===== src/rtl/apb_master_bridge_if.sv =====
// Command, response and APB bus signals of the APB initiator bridge.
// The master modport is the bridge's view; the slave modport is the environment's view.
interface apb_master_bridge_if #(
    parameter int unsigned ADDR_WIDTH = 32,
    parameter int unsigned DATA_WIDTH = 32
);
    logic                  cmd_valid;
    logic                  cmd_ready;
    logic                  cmd_write;
    logic [ADDR_WIDTH-1:0] cmd_addr;
    logic [DATA_WIDTH-1:0] cmd_wdata;
    logic                  rsp_valid;
    logic                  rsp_ready;
    logic [DATA_WIDTH-1:0] rsp_rdata;
    logic                  rsp_err;
    logic [ADDR_WIDTH-1:0] PADDR;
    logic                  PWRITE;
    logic                  PSEL;
    logic                  PENABLE;
    logic [DATA_WIDTH-1:0] PWDATA;
    logic [DATA_WIDTH-1:0] PRDATA;
    logic                  PREADY;

    modport master (
        input  cmd_valid, cmd_write, cmd_addr, cmd_wdata, rsp_ready, PRDATA, PREADY,
        output cmd_ready, rsp_valid, rsp_rdata, rsp_err, PADDR, PWRITE, PSEL, PENABLE, PWDATA
    );

    modport slave (
        output cmd_valid, cmd_write, cmd_addr, cmd_wdata, rsp_ready, PRDATA, PREADY,
        input  cmd_ready, rsp_valid, rsp_rdata, rsp_err, PADDR, PWRITE, PSEL, PENABLE, PWDATA
    );
endinterface


===== src/rtl/apb_master_bridge.sv =====
// APB initiator: one command at a time through SETUP/ACCESS, result on the response port.
// A slave holding PREADY low for TIMEOUT_CYCLES ACCESS cycles is aborted with rsp_err.
module apb_master_bridge #(
    parameter int unsigned ADDR_WIDTH     = 32,
    parameter int unsigned DATA_WIDTH     = 32,
    parameter int unsigned TIMEOUT_CYCLES = 16
) (
    input logic                 PCLK,
    input logic                 PRESETn,
    apb_master_bridge_if.master bus
);
    localparam int unsigned CNT_WIDTH = (TIMEOUT_CYCLES != 0) ? $clog2(TIMEOUT_CYCLES + 1) : 1;
    localparam bit TIMEOUT_EN = (TIMEOUT_CYCLES != 0);
    localparam logic [CNT_WIDTH-1:0] CNT_LAST = CNT_WIDTH'(TIMEOUT_EN ? TIMEOUT_CYCLES - 1 : 0);

    typedef enum logic [1:0] {IDLE, SETUP, ACCESS} state_t;

    state_t                state_q, state_d;
    logic [ADDR_WIDTH-1:0] paddr_q, paddr_d;
    logic                  pwrite_q, pwrite_d;
    logic                  psel_q, psel_d;
    logic                  penable_q, penable_d;
    logic [DATA_WIDTH-1:0] pwdata_q, pwdata_d;
    logic                  rsp_valid_q, rsp_valid_d;
    logic [DATA_WIDTH-1:0] rsp_rdata_q, rsp_rdata_d;
    logic                  rsp_err_q, rsp_err_d;
    logic [CNT_WIDTH-1:0]  cnt_q, cnt_d;
    logic                  cmd_ready;

    // Held low while reset is asserted, otherwise purely from registered state.
    assign cmd_ready = PRESETn && (state_q == IDLE) && !rsp_valid_q;

    always_comb begin
        state_d     = state_q;
        paddr_d     = paddr_q;
        pwrite_d    = pwrite_q;
        psel_d      = psel_q;
        penable_d   = penable_q;
        pwdata_d    = pwdata_q;
        rsp_valid_d = rsp_valid_q;
        rsp_rdata_d = rsp_rdata_q;
        rsp_err_d   = rsp_err_q;
        cnt_d       = cnt_q;

        if (rsp_valid_q && bus.rsp_ready) begin
            rsp_valid_d = 1'b0;
        end

        case (state_q)
            IDLE: begin
                if (bus.cmd_valid && cmd_ready) begin
                    state_d   = SETUP;
                    psel_d    = 1'b1;
                    penable_d = 1'b0;
                    paddr_d   = bus.cmd_addr;
                    pwrite_d  = bus.cmd_write;
                    pwdata_d  = bus.cmd_write ? bus.cmd_wdata : '0;
                end
            end
            SETUP: begin
                state_d   = ACCESS;
                penable_d = 1'b1;
                cnt_d     = '0;
            end
            ACCESS: begin
                // PREADY is tested first so it wins on the edge the timeout would fire.
                if (bus.PREADY) begin
                    state_d     = IDLE;
                    psel_d      = 1'b0;
                    penable_d   = 1'b0;
                    rsp_valid_d = 1'b1;
                    rsp_err_d   = 1'b0;
                    rsp_rdata_d = pwrite_q ? '0 : bus.PRDATA;
                end else if (TIMEOUT_EN && (cnt_q == CNT_LAST)) begin
                    state_d     = IDLE;
                    psel_d      = 1'b0;
                    penable_d   = 1'b0;
                    rsp_valid_d = 1'b1;
                    rsp_err_d   = 1'b1;
                    rsp_rdata_d = '0;
                end else begin
                    cnt_d = cnt_q + CNT_WIDTH'(1);
                end
            end
            default: begin
                state_d   = IDLE;
                psel_d    = 1'b0;
                penable_d = 1'b0;
            end
        endcase
    end

    always_ff @(posedge PCLK or negedge PRESETn) begin
        if (!PRESETn) begin
            state_q     <= IDLE;
            paddr_q     <= '0;
            pwrite_q    <= 1'b0;
            psel_q      <= 1'b0;
            penable_q   <= 1'b0;
            pwdata_q    <= '0;
            rsp_valid_q <= 1'b0;
            rsp_rdata_q <= '0;
            rsp_err_q   <= 1'b0;
            cnt_q       <= '0;
        end else begin
            state_q     <= state_d;
            paddr_q     <= paddr_d;
            pwrite_q    <= pwrite_d;
            psel_q      <= psel_d;
            penable_q   <= penable_d;
            pwdata_q    <= pwdata_d;
            rsp_valid_q <= rsp_valid_d;
            rsp_rdata_q <= rsp_rdata_d;
            rsp_err_q   <= rsp_err_d;
            cnt_q       <= cnt_d;
        end
    end

    assign bus.cmd_ready = cmd_ready;
    assign bus.rsp_valid = rsp_valid_q;
    assign bus.rsp_rdata = rsp_rdata_q;
    assign bus.rsp_err   = rsp_err_q;
    assign bus.PADDR     = paddr_q;
    assign bus.PWRITE    = pwrite_q;
    assign bus.PSEL      = psel_q;
    assign bus.PENABLE   = penable_q;
    assign bus.PWDATA    = pwdata_q;
endmodule


===== src/flat_wrapper.sv =====
// flat-port wrapper written by rule: the top's interface ports become plain ports
module apb_master_bridge_flat 
#(
    parameter int unsigned ADDR_WIDTH     = 32,
    parameter int unsigned DATA_WIDTH     = 32,
    parameter int unsigned TIMEOUT_CYCLES = 16
)
  (PCLK, PRESETn, bus_cmd_valid, bus_cmd_write, bus_cmd_addr, bus_cmd_wdata, bus_rsp_ready, bus_PRDATA, bus_PREADY, bus_cmd_ready, bus_rsp_valid, bus_rsp_rdata, bus_rsp_err, bus_PADDR, bus_PWRITE, bus_PSEL, bus_PENABLE, bus_PWDATA);
  apb_master_bridge_if #(.ADDR_WIDTH(ADDR_WIDTH), .DATA_WIDTH(DATA_WIDTH)) bus_i ();
  input logic PCLK;
  input logic PRESETn;
  input wire logic [$bits(bus_i.cmd_valid)-1:0] bus_cmd_valid;
  input wire logic [$bits(bus_i.cmd_write)-1:0] bus_cmd_write;
  input wire logic [$bits(bus_i.cmd_addr)-1:0] bus_cmd_addr;
  input wire logic [$bits(bus_i.cmd_wdata)-1:0] bus_cmd_wdata;
  input wire logic [$bits(bus_i.rsp_ready)-1:0] bus_rsp_ready;
  input wire logic [$bits(bus_i.PRDATA)-1:0] bus_PRDATA;
  input wire logic [$bits(bus_i.PREADY)-1:0] bus_PREADY;
  output wire logic [$bits(bus_i.cmd_ready)-1:0] bus_cmd_ready;
  output wire logic [$bits(bus_i.rsp_valid)-1:0] bus_rsp_valid;
  output wire logic [$bits(bus_i.rsp_rdata)-1:0] bus_rsp_rdata;
  output wire logic [$bits(bus_i.rsp_err)-1:0] bus_rsp_err;
  output wire logic [$bits(bus_i.PADDR)-1:0] bus_PADDR;
  output wire logic [$bits(bus_i.PWRITE)-1:0] bus_PWRITE;
  output wire logic [$bits(bus_i.PSEL)-1:0] bus_PSEL;
  output wire logic [$bits(bus_i.PENABLE)-1:0] bus_PENABLE;
  output wire logic [$bits(bus_i.PWDATA)-1:0] bus_PWDATA;
  assign bus_i.cmd_valid = bus_cmd_valid;
  assign bus_i.cmd_write = bus_cmd_write;
  assign bus_i.cmd_addr = bus_cmd_addr;
  assign bus_i.cmd_wdata = bus_cmd_wdata;
  assign bus_i.rsp_ready = bus_rsp_ready;
  assign bus_i.PRDATA = bus_PRDATA;
  assign bus_i.PREADY = bus_PREADY;
  assign bus_cmd_ready = bus_i.cmd_ready;
  assign bus_rsp_valid = bus_i.rsp_valid;
  assign bus_rsp_rdata = bus_i.rsp_rdata;
  assign bus_rsp_err = bus_i.rsp_err;
  assign bus_PADDR = bus_i.PADDR;
  assign bus_PWRITE = bus_i.PWRITE;
  assign bus_PSEL = bus_i.PSEL;
  assign bus_PENABLE = bus_i.PENABLE;
  assign bus_PWDATA = bus_i.PWDATA;
  apb_master_bridge #(.ADDR_WIDTH(ADDR_WIDTH), .DATA_WIDTH(DATA_WIDTH), .TIMEOUT_CYCLES(TIMEOUT_CYCLES)) u_core (.PCLK(PCLK), .PRESETn(PRESETn), .bus(bus_i));
endmodule

===== config.mk =====
export PLATFORM = sky130hd
export DESIGN_NAME = apb_master_bridge_flat
export DESIGN_NICKNAME = d
export VERILOG_FILES = /design/src/rtl/apb_master_bridge_if.sv /design/src/rtl/apb_master_bridge.sv /design/src/flat_wrapper.sv
export SDC_FILE = /design/constraint.sdc
export NUM_CORES = 1
export LEC_CHECK = 0
export ABC_AREA = 0
export CORE_MARGIN = 2
export CORE_UTILIZATION = 40
export CTS_CLUSTER_DIAMETER = 30
export DETAILED_ROUTE_END_ITERATION = 16
export GPL_ROUTABILITY_DRIVEN = 1
export GPL_TIMING_DRIVEN = 0
export PLACE_DENSITY = 0.77
export SYNTH_ARGS = -nofsm -noshare
export SYNTH_HDL_FRONTEND = slang
export SYNTH_SLANG_ARGS = --single-unit
export TNS_END_PERCENT = 20

===== constraint.sdc =====
create_clock -name PCLK -period 5.1 [get_ports PCLK]
set_clock_uncertainty 0.2 [all_clocks]
set_input_delay 0.51 -clock PCLK [delete_from_list [all_inputs] [get_ports PCLK]]
set_output_delay 0.51 -clock PCLK [all_outputs]
set_load 0.01 [all_outputs]

Word level (Yosys, flattened, before mapping)
Index checks and enable logic that the tools add are counted.
{"block": "word_totals", "input_bits": 102, "regBits": 108}
{"block": "op_classes", "mux": 23, "reduce_logical": 13, "n_eq_ne": 7, "addsub": 1, "bitwise": 1}
{"op": "$mux W32", "n": 4}
{"op": "$mux W1", "n": 10}
{"op": "$mux W5", "n": 2}
{"op": "$pmux W5 S2", "n": 1}
{"op": "$mux W2", "n": 3}
{"op": "$ne A2 B2 Y1 const B", "n": 3}
{"op": "$pmux W1 S3", "n": 2}
{"op": "$pmux W2 S3", "n": 1}
{"op": "$reduce_and A2 Y1", "n": 3}
{"op": "$reduce_and A3 Y1", "n": 2}
{"op": "$add A5 B1 Y5 const B", "n": 1}
{"op": "$eq A5 B4 Y1 const B", "n": 1}
{"op": "$logic_and A1 B1 Y1", "n": 4}
{"op": "$reduce_bool A2 Y1", "n": 2}
{"op": "$ne A3 B2 Y1 const B", "n": 1}
{"op": "$eq A2 B1 Y1 const B", "n": 1}
{"op": "$eq A2 B2 Y1 const B", "n": 1}
{"op": "$logic_not A2 Y1", "n": 1}
{"op": "$logic_not A1 Y1", "n": 1}
{"op": "$not A1 Y1", "n": 1}

Longest topological paths before layout
{"block": "depth", "word_depth": 6, "mapped_depth": 7}

Least setup slack after synthesis
Ideal clock, no wire load.
{"block": "synth_timing", "path_kind": "register -> register", "from": "register u_core.cnt_q[0]", "to": "register u_core.cnt_q[3]", "stages_incl_launch_ff": 7, "arrival_ns": 1.871, "path_slack_ns": 2.902, "synth_period_minus_slack_ns": 2.198, "setup_time_ns": 0.126, "n_path_buf": 0, "cell_sequence": "dfrtp_1 > ha_1 > and3_1 > ha_1 > or2_2 > o311a_1 > a311o_1"}
{"block": "synth_via", "elab_chain_cells": 4}
{"item": "start, declared", "line": "apb_master_bridge.sv:27", "text": "logic [CNT_WIDTH-1:0] cnt_q, cnt_d;"}
{"item": "start signal, assigned", "line": "apb_master_bridge.sv:115", "text": "cnt_q <= cnt_d;"}
{"item": "$add A5 B1 Y5", "line": "apb_master_bridge.sv:82", "text": "cnt_d = cnt_q + CNT_WIDTH'(1);"}
{"item": "$mux W5", "line": "apb_master_bridge.sv:74", "text": "end else if (TIMEOUT_EN && (cnt_q == CNT_LAST)) begin"}
{"item": "$mux W5", "line": "apb_master_bridge.sv:67", "text": "if (bus.PREADY) begin"}
{"item": "$pmux W5 S2", "line": "apb_master_bridge.sv:49", "text": "case (state_q)"}
Parallel ways exist; a longest one is shown, timed or not. The select of a mux whose other input is x is not followed.
A chain may end at the register's enable or synchronous reset.

Final worst setup path
{"block": "layout_timing", "from": "input PRESETn", "to": "output bus_cmd_ready"}
{"block": "layout_via", "elab_chain_cells": 2}
{"item": "start, declared", "line": "flat_wrapper.sv:11", "text": "input logic PRESETn;"}
{"item": "$logic_and A1 B1 Y1 (2 in a row)", "line": "apb_master_bridge.sv:31", "text": "assign cmd_ready = PRESETn && (state_q == IDLE) && !rsp_valid_q;"}
{"item": "end, declared", "line": "flat_wrapper.sv:19", "text": "output wire logic [$bits(bus_i.cmd_ready)-1:0] bus_cmd_ready;"}
No other way between the ends.

==> results.cfg <==
[die]
initial_core_util_pct = 41.4
row_count = 38
die-area_sq_mm = 0.0122
fp.dieW_um = 110
core-area_sq_mm = 0.0109
io-pin-count = 204
die_y_um = 110

[timing]
fmax_ghz = 0.333
rsz0062_at_grt = false
setup-violations-final = 0
setup_ws_ns = 2.09
hold_viol = 0
min_period_ns = 3.01
slew_headroom_pct = 52.4
max_slew.worst_pin.slew_ns = 0.713
slew_violations = 0
fin_crit_sh_pct = 59.0

[critical_path]
r2r_setup_slack_ns = 2.66
crit_path_end = bus_cmd_ready
critPathKind = in -> out
end_kind = primary output
rr_startpoint = u_core.cnt_q[0]
critPathSlowestCell = clkdlybuf4s50_1
cp-startpoint = PRESETn
arrival_ns = 2.30
crit_chain = buf_4, buf_16, nor4b_4, clkdlybuf4s50_1
cp.required_ns = 4.39
critPathMaxStageDelay_ns = 0.59
r2r.worst_path.cells = 7
r2r_end = u_core.bus.rsp_rdata[8]
critPathMaxFanout = 56
cp-start-kind = input pin

[synth]
yosysMostFrequentCell = dfrtp_1
yosysSeqAreaShare_pct = 59.1
synth_cell_types = 27
synth.yosys.warnings = 0
syn_area_sq_mm = 0.00453
yosysTopAreaCell = dfrtp_1
synth-seq-cells = 107
synth_cells = 399
synthArstFlopShare_pct = 100
synth_common_cells = 107 x dfrtp_1, 68 x nand2_1, 68 x o21ai_0
synth-main-ff-cell = dfrtp_1
synth-edff-count = 0
synth_top_cell_area_share_pct = 59.1
yosys-top-cells-area = dfrtp_1 59%, mux2_2 8.2%, o21ai_0 7.5%
avgSynthCellArea_sq_um = 11.4
syn_nets = 503

[clock_tree]
cts_tree = done
cts_max_level = 3
cts_hold_buffers = 0
cts_setup_buffers = 0
clkTransAtPathRegs_ns = 0.07
root_buffer = clkbuf_16
cts.sinks = 107
cts_resized = 0
clk_latency_ns = 0.34
clk_path_buf_depth = 2
cts_buffers = 9

[power_and_ir_drop]
p_per_area_mw_per_mm2 = 493
peakVddDrop_mv = 0.246
leakage_nw = 2.97

[final_layout]
finalNonFillerCells = 758
n_antenna_cell = 0
syn_to_final_growth_pct = 55.8
fillers = 864
drive_above_1_share_pct = 10.4
nNetsFinal = 717

[placed_design]
io_buffer_count = 202
pre_cts_ws_ns = 2.01
gp_congestion = 0.788
dp_cells = 742
hpwl_um = 8750

[status]
status = finished, final reports clean

[flow_run]
maxCapViolCount = 0

[global_routing]
grt_pass1_vias = 3832
track_usage_pct = 19.2
grt_pass1_wl_um = 19100
grt_max_degree = 57
antenna_found_initial = 0
overflow = 0

[route]
drtIter0Drc = 138
drt-total-wl_um = 11600
ant_nets = 0
vias_per_cell = 4.83
drt-wirelength-per-cell_um = 15.4
firstDrtPassIters = 4
drc = 0
via_count = 3659

[hold_path]
hp-class = in -> async
==> power by group <==
| group | total, mW | switching, mW | leakage (nW) | internal, mW |
|---|---|---|---|---|
| Sequential | 1.35 | 0.181 | 1.36 | 1.17 |
| Clock | 0.704 | 0.309 | 0.148 | 0.394 |
| Combinational | 1.42 | 0.574 | 1.46 | 0.847 |
==> stage by stage <==
stage | hold WS [ns] | utilization [%] | TNS [ns] | power (mW) | area, sq um
finish | 0.0172 | 64.5 | 0 | 3.48 | 7060
floorplan | 0.0144 | - | 0 | 1.92 | 4530
CTS | 0.0365 | 64.5 | 0 | 3.52 | 7060
global route | 0.0687 | 64.5 | 0 | 3.68 | 7060
detailed placement | 0.297 | 61.7 | 0 | 2.80 | 6750
global placement | 0.287 | 61.5 | -174.03 | 2.76 | 6730
==> per-layer routing <==
metal | track usage [%] | vias up | part of all wire (%)
met5 | 0 | - | 0
met4 | 6.42 | 0 | 1.1
met3 | 7.24 | 10 | 9.1
met2 | 32.3 | 154 | 49
li1 | - | 1757 | -
met1 | 22.7 | 1738 | 41
==> layout make-up <==
type	count	area [sq um]	share of cell area (%)
multi-input combinational	227	1500	21.3
sequential	107	2680	38.0
buffer	27	205	2.91
clock inverter	6	65.1	0.922
inverter	38	143	2.02
timing repair buffer	203	2050	29.0
tap	140	175	2.48
clock buffer	10	239	3.39
==> worst min-delay path by stage <==
stage               slack (ns)                 endpoint                  from
floorplan                 0.01      u_core.bus.PADDR[0]               PRESETn
global placement          0.29      u_core.bus.PADDR[4]   u_core.bus.PADDR[4]
detailed placement        0.30     u_core.bus.PADDR[11]  u_core.bus.PADDR[11]
CTS                       0.04  u_core.bus.rsp_rdata[9]               PRESETn
global route              0.07  u_core.bus.rsp_rdata[9]               PRESETn
finish                    0.02  u_core.bus.rsp_rdata[9]               PRESETn
==> state kept, by name (all words and copies together) (netlist names) <==
| register | cells |
|---|---|
| u_core.bus.PWDATA | 32 |
| u_core.cnt_q | 5 |
| u_core.bus.PSEL | 1 |
| u_core.bus.rsp_valid | 1 |
| u_core.state_q | 2 |
| u_core.bus.PWRITE | 1 |
| u_core.bus.rsp_rdata | 32 |
| u_core.bus.PADDR | 32 |
| u_core.bus.rsp_err | 1 |
==> cells in the final DEF, fill, tap and decap left out, drive strengths merged, types with 2 or more instances in the layout <==
cell type,instances
clkdlybuf4s50,201
dfrtp,107
nand2,68
o21ai,68
inv,38
mux2,33
mux2i,32
clkbuf,27
buf,12
clkinv,4
a21oi,3
a22o,3
nor2b,2
nor4,2
o311a,2
a311o,2
ha,2
==> cell families (layout without fill, tap and decap cells) <==
group | Yosys count | after routing | synth area share (%)
flip-flops | 107 | 107 | 59.1
AO/OA/AOI/OAI | 80 | 80 | 9.78
multiplexers | 65 | 65 | 15.3
adder cells (fa/ha/maj) | 2 | 2 | 0.552
AND/OR/NAND/NOR | 80 | 80 | 7.60
buffers and inverters | 65 | 284 | 7.68
==> worst max-delay path, delay by kind of cell <==
family,cells,cell delay [ns]
simple gates,1,0.28
buf+inv,3,1.47
Note: power is estimated with default switching activity, not from simulation.
